### src/rtl/mem_port_arbiter.sv
// Purpose: round-robin sequencer sharing a dual-port byte RAM between the CPU (0) and copy engine (1), plus F010/FFFE I/O decode.
// Latency: gnt one cycle after req; writes occupy 2 cycles, reads return rdata/rvalid 3 cycles after req.
// Backpressure: a requester holds req and qualifiers until its gnt; one access in flight, the other requester waits.
//
// Ports:
//   clk, reset (async, active-low)
//   req/we/addr/wdata 0|1 : word request, wdata[15:8] -> addr, wdata[7:0] -> addr+1
//   gnt 0|1, rvalid 0|1   : one-cycle pulses to the winning requester
//   rdata                 : registered read data shared by both requesters
//   busy                  : an access is in progress
//   mem_*                 : dual-port RAM drive (port A high byte, port B low byte), mem_q = {q_a, q_b}
//   io_in / io_out        : input port read at IN_ADDR, registered output port written at OUT_ADDR
module mem_port_arbiter #(
  parameter int                    DATA_WIDTH = 8,
  parameter int                    ADDR_WIDTH = 16,
  parameter logic [ADDR_WIDTH-1:0] OUT_ADDR   = 'hF010,
  parameter logic [ADDR_WIDTH-1:0] IN_ADDR    = 'hFFFE
) (
  input  logic                    clk,
  input  logic                    reset,
  input  logic                    req0,
  input  logic                    req1,
  input  logic                    we0,
  input  logic                    we1,
  input  logic [ADDR_WIDTH-1:0]   addr0,
  input  logic [ADDR_WIDTH-1:0]   addr1,
  input  logic [2*DATA_WIDTH-1:0] wdata0,
  input  logic [2*DATA_WIDTH-1:0] wdata1,
  output logic                    gnt0,
  output logic                    gnt1,
  output logic                    rvalid0,
  output logic                    rvalid1,
  output logic [2*DATA_WIDTH-1:0] rdata,
  output logic                    busy,
  output logic [ADDR_WIDTH-1:0]   mem_addr_a,
  output logic [ADDR_WIDTH-1:0]   mem_addr_b,
  output logic [DATA_WIDTH-1:0]   mem_data_a,
  output logic [DATA_WIDTH-1:0]   mem_data_b,
  output logic                    mem_we_a,
  output logic                    mem_we_b,
  input  logic [2*DATA_WIDTH-1:0] mem_q,
  input  logic [2*DATA_WIDTH-1:0] io_in,
  output logic [2*DATA_WIDTH-1:0] io_out
);

  localparam int WW = 2 * DATA_WIDTH;

  typedef enum logic [1:0] {
    IDLE   = 2'd0,
    ACCESS = 2'd1,
    RDWAIT = 2'd2
  } state_t;

  state_t                state, state_nxt;
  logic                  last, last_nxt;
  logic                  cur_id, cur_id_nxt;
  logic                  cur_we, cur_we_nxt;
  logic [ADDR_WIDTH-1:0] cur_addr, cur_addr_nxt;
  logic [WW-1:0]         cur_wdata, cur_wdata_nxt;
  logic [1:0]            gnt_q, gnt_nxt;
  logic [1:0]            rvalid_q, rvalid_nxt;
  logic                  we_q, we_nxt;
  logic [ADDR_WIDTH-1:0] addr_a_nxt, addr_b_nxt;
  logic [DATA_WIDTH-1:0] data_a_nxt, data_b_nxt;
  logic [WW-1:0]         rdata_nxt, io_out_nxt;

  logic                  win;
  logic                  win_we;
  logic [ADDR_WIDTH-1:0] win_addr;
  logic [WW-1:0]         win_wdata;

  always_comb begin
    // On a tie the requester that did not win last time goes first.
    win       = (req0 && req1) ? ~last : req1;
    win_we    = win ? we1    : we0;
    win_addr  = win ? addr1  : addr0;
    win_wdata = win ? wdata1 : wdata0;

    state_nxt     = state;
    last_nxt      = last;
    cur_id_nxt    = cur_id;
    cur_we_nxt    = cur_we;
    cur_addr_nxt  = cur_addr;
    cur_wdata_nxt = cur_wdata;
    gnt_nxt       = 2'b00;
    rvalid_nxt    = 2'b00;
    we_nxt        = 1'b0;
    addr_a_nxt    = '0;
    addr_b_nxt    = '0;
    data_a_nxt    = '0;
    data_b_nxt    = '0;
    rdata_nxt     = rdata;
    io_out_nxt    = io_out;

    case (state)
      IDLE: begin
        if (req0 || req1) begin
          state_nxt     = ACCESS;
          last_nxt      = win;
          cur_id_nxt    = win;
          cur_we_nxt    = win_we;
          cur_addr_nxt  = win_addr;
          cur_wdata_nxt = win_wdata;
          // Memory drive is registered here so it is stable for the whole ACCESS cycle.
          gnt_nxt       = win ? 2'b10 : 2'b01;
          we_nxt        = win_we;
          addr_a_nxt    = win_addr;
          addr_b_nxt    = win_addr + ADDR_WIDTH'(1);  // wraps 0xFFFF -> 0x0000
          data_a_nxt    = win_wdata[WW-1:DATA_WIDTH];
          data_b_nxt    = win_wdata[DATA_WIDTH-1:0];
        end
      end
      ACCESS: begin
        if (cur_we) begin
          state_nxt = IDLE;
          // The RAM is written as well; the output port only shadows it.
          if (cur_addr == OUT_ADDR) io_out_nxt = cur_wdata;
        end else begin
          state_nxt = RDWAIT;
        end
      end
      RDWAIT: begin
        rdata_nxt  = (cur_addr == IN_ADDR) ? io_in : mem_q;
        rvalid_nxt = cur_id ? 2'b10 : 2'b01;
        state_nxt  = IDLE;
      end
      default: state_nxt = IDLE;
    endcase
  end

  always_ff @(posedge clk or negedge reset) begin
    if (!reset) begin
      state      <= IDLE;
      last       <= 1'b1;  // CPU wins the first tie
      cur_id     <= 1'b0;
      cur_we     <= 1'b0;
      cur_addr   <= '0;
      cur_wdata  <= '0;
      gnt_q      <= 2'b00;
      rvalid_q   <= 2'b00;
      we_q       <= 1'b0;
      mem_addr_a <= '0;
      mem_addr_b <= '0;
      mem_data_a <= '0;
      mem_data_b <= '0;
      rdata      <= '0;
      io_out     <= '0;
    end else begin
      state      <= state_nxt;
      last       <= last_nxt;
      cur_id     <= cur_id_nxt;
      cur_we     <= cur_we_nxt;
      cur_addr   <= cur_addr_nxt;
      cur_wdata  <= cur_wdata_nxt;
      gnt_q      <= gnt_nxt;
      rvalid_q   <= rvalid_nxt;
      we_q       <= we_nxt;
      mem_addr_a <= addr_a_nxt;
      mem_addr_b <= addr_b_nxt;
      mem_data_a <= data_a_nxt;
      mem_data_b <= data_b_nxt;
      rdata      <= rdata_nxt;
      io_out     <= io_out_nxt;
    end
  end

  assign gnt0     = gnt_q[0];
  assign gnt1     = gnt_q[1];
  assign rvalid0  = rvalid_q[0];
  assign rvalid1  = rvalid_q[1];
  assign mem_we_a = we_q;
  assign mem_we_b = we_q;
  assign busy     = (state != IDLE);

endmodule

### config.mk
export PLATFORM = sky130hd
export DESIGN_NAME = mem_port_arbiter
export DESIGN_NICKNAME = d
export VERILOG_FILES = /design/src/rtl/mem_port_arbiter.sv
export SDC_FILE = /design/constraint.sdc
export NUM_CORES = 1
export LEC_CHECK = 0
export BUFFER_PORTS_ARGS = -buffer_cell sky130_fd_sc_hd__buf_2
export CAP_MARGIN = 10
export CORE_MARGIN = 1.5
export CORE_UTILIZATION = 45
export CTS_BUF_LIST = sky130_fd_sc_hd__clkbuf_8
export CTS_CLUSTER_DIAMETER = 30
export DETAILED_ROUTE_END_ITERATION = 8
export PLACE_DENSITY_LB_ADDON = 0.05
export SETUP_SLACK_MARGIN = 0.5
export SYNTH_ARGS = -nofsm -noshare
export SYNTH_HDL_FRONTEND = slang
export SYNTH_SLANG_ARGS = --single-unit
### constraint.sdc
create_clock -name clk -period 2.3 [get_ports clk]
set_input_delay 0.46 -clock clk [delete_from_list [all_inputs] [get_ports clk]]
set_output_delay 0.46 -clock clk [all_outputs]
set_load 0.01 [all_outputs]
==> run_results.csv <==
group,metric,value,unit
clock_tree,htreeDepth,4,
global_route,grt-ovfl-total,0,
cells_and_area,area_growth,36.42,%
pwr,cellPowerDensity,1132,mW/mm2
synth,yosys.area_share.simple,0.1363,
synth,yosysMostFrequentCell,"dfrtp_1",
synth,ys_top_cells_by_count,"dfrtp_1, nand2_1, nor2_1",
timing,timing.final.max_slew_violations,0,
synth,synth_fa_ha_area_frac,0,
route,vias,3954,
clock_tree,clkTransAtPathRegs,70,ps
synth,synth_area_leaders,"dfrtp_1, mux2i_1, nand2_1",
timing,fin_crit_sh,0.8278,
timing,tightest_slew,527.5,ps
synth,synth_mux_area_frac,0.1031,
synth,synth_xor_area_frac,0.02113,
timing,hold_violations,0,
worst_setup_path,endpoint_kind,"flop",
timing,slew-limit-headroom,0.6483,
timing,max_freq,525.2,MHz
cells_and_area,nets,747,
synth,ys_ff_latch,122,
worst_setup_path,startpoint_type,"flop",
floorplan,start_util,0.4609,
global_route,antenna_found_initial,0,
pwr,p_leak,3.858,nW
worst_setup_path,critical_path_required,2610,ps
synth,synthCells,440,
pwr,ir_drop,0.4588,mV
flow_run,cap_violations,0,
timing,setup_tns,0,ps
cells_and_area,final_cells,798,
clock_tree,cts_root_buf,"clkbuf_8",
cells_and_area,utilization,0.6288,
global_route,grt_pass1_vias,3792,
floorplan,die_x,108.1,um
global_route,grt_pass1_wl,18340,um
global_route,grt_usage,0.2070,
synth,syn-num-nets,542,
clock_tree,clockBufferDepth,2,
cells_and_area,drive_above_1_share,0.4255,
synth,synthArstFlopShare,1.000,
route,wl_per_cell,14.93,um
synth,synth-compound-area-share,0.09859,
synth,synth_flop_cell,"dfrtp_1",
timing,min_period,1904,ps
worst_setup_path,worst_ep_arrival_time,2210,ps
synth,syn-cell-area,0.004975,mm2
cells_and_area,num_antenna_cells,0,
route,dr.pass1.iters,4,
floorplan,fp-row-count,38,
floorplan,io_pins,189,
worst_setup_path,worstSetupPathType,"flop to flop",
status,status,"completed",
synth,synth_top_family_by_area,"simple AND/OR/NAND/NOR gates",
worst_setup_path,crit_fanout,8,
clock_tree,tritoncts,"done",
placed_design,pre_cts_slack,325.7,ps
clock_tree,numCtsBuffers,17,
synth,ys_types,37,
synth,yosysWarnings,0,
timing,skew,8.328,ps
floorplan,die_h,108.1,um
hold_path,hp-class,"input port to flop",
route,drt_first_iter_violations,161,
placed_design,dp.cells,757,
timing,rsz0062_at_grt,"true",
placed_design,gp_congestion,0.8368,
route,ant_nets,0,
synth,seq_area_frac_synth,0.6139,
floorplan,die_area,0.01169,mm2
synth,yosysTopAreaCellShare,0.6087,
clock_tree,cts_sinks,122,
floorplan,coreArea,0.01079,mm2
global_route,grt_max_degree,52,
synth,synth_edf_count,0,
timing,whs,288.6,ps
timing,worst_slack,396.0,ps
route,finalWirelength,11920,um
synth,syn_avg_cell_area,11.31,um2
synth,synth_top_area_cell,"dfrtp_1",
route,routed_via_density,4.955,
clock_tree,insertion_delay,420,ps
route,drc,0,
timing,setup_violations,0,
placed_design,io_buffer_count,188,
placed_design,post-dp-hpwl,8483,um
cell usage in the layout, fill, tap and decap left out, drive strengths merged, types with 4 or more instances in the layout:
cell type / n
a21o: 31
a21oi: 23
and2: 5
and4: 4
buf: 211
bufinv: 5
clkbuf: 17
clkinv: 8
dfrtp: 121
inv: 4
mux2: 18
mux2i: 31
nand2: 66
nand3: 12
nand4: 5
nor2: 39
nor3: 7
o21ai: 17
xnor2: 4
xor2: 8
routing by layer:
layer	track usage	share of wire
met4	0.08177	0.015
met3	0.05485	0.069
met1	0.2696	0.44
met5	0	0
met2	0.3309	0.47
power breakdown:
part | switching (mW) | internal, mW
combinational | 1.27 | 0.996
clock | 0.869 | 1.29
sequential | 0.359 | 2.89
final timing paths:
path / from / to / slack [ps] / cells past startpoint
max in group asynchronous: reset / mem_data_b[1]$_DFF_PN0_ / 1140 / 3
setup reg to reg: cur_addr[2]$_DFFE_PN0P_ / io_out[0]$_DFFE_PN0P_ / 400 / 4
hold / removal: wdata1[5] / mem_data_b[5]$_DFF_PN0_ / 290 / 3
min in group asynchronous: reset / rdata[10]$_DFFE_PN0N_ / 530 / 2
hold reg to reg: cur_id$_DFFE_PN0P_ / rvalid_q[0]$_DFF_PN0_ / 470 / 1
setup / recovery: cur_addr[2]$_DFFE_PN0P_ / io_out[0]$_DFFE_PN0P_ / 400 / 4
state kept, by name, summed over array words and instances, names as in the netlist, 2 cells and up:
signal	cells
mem_addr_b	16
mem_data_b	8
gnt_q	2
state	2
mem_data_a	8
mem_addr_a	16
rdata	16
io_out	16
cur_wdata	16
cur_addr	16
rvalid_q	2
critical path, cell delays in order (launching register included):
cell     delay, ps
dfrtp_1        410
or4_4          560
nor4_4         250
buf_6          220
mux2_2         340
repair_timing:
item / 4_1_cts / 5_1_grt
pin swaps: 5 / 5
hold buffers: 1 / 0
resized for setup: 5 / 24
cloned: 0 / 1
buffers inserted: 3 / 4
endpoints found under the hold margin: 30 / 0
endpoints found under the setup margin: 29 / 24
area by class of cell:
type,count,area (um2)
multi-input combinational,288,1886
tap,140,175.2
clock buffer,17,234.0
fill,880,4006
clock inverter,15,226.5
sequential,122,3054
timing repair buffer,212,1196
inverter,4,15.01
logic make-up after synthesis:
family | after synthesis
flops | 122
buf+inv | 30
compound gates | 78
simple gates | 149
mux | 49
xor+xnor | 12
metrics by stage:
stage	power (mW)	cell area (um2)
3_3_place_gp	5.419	6136
3_5_place_dp	5.481	6136
4_1_cts	7.689	6648
6_report	7.680	6787
5_1_grt	8.166	6787
2_1_floorplan	4.479	4979
Power figures use the tool's default switching activity.
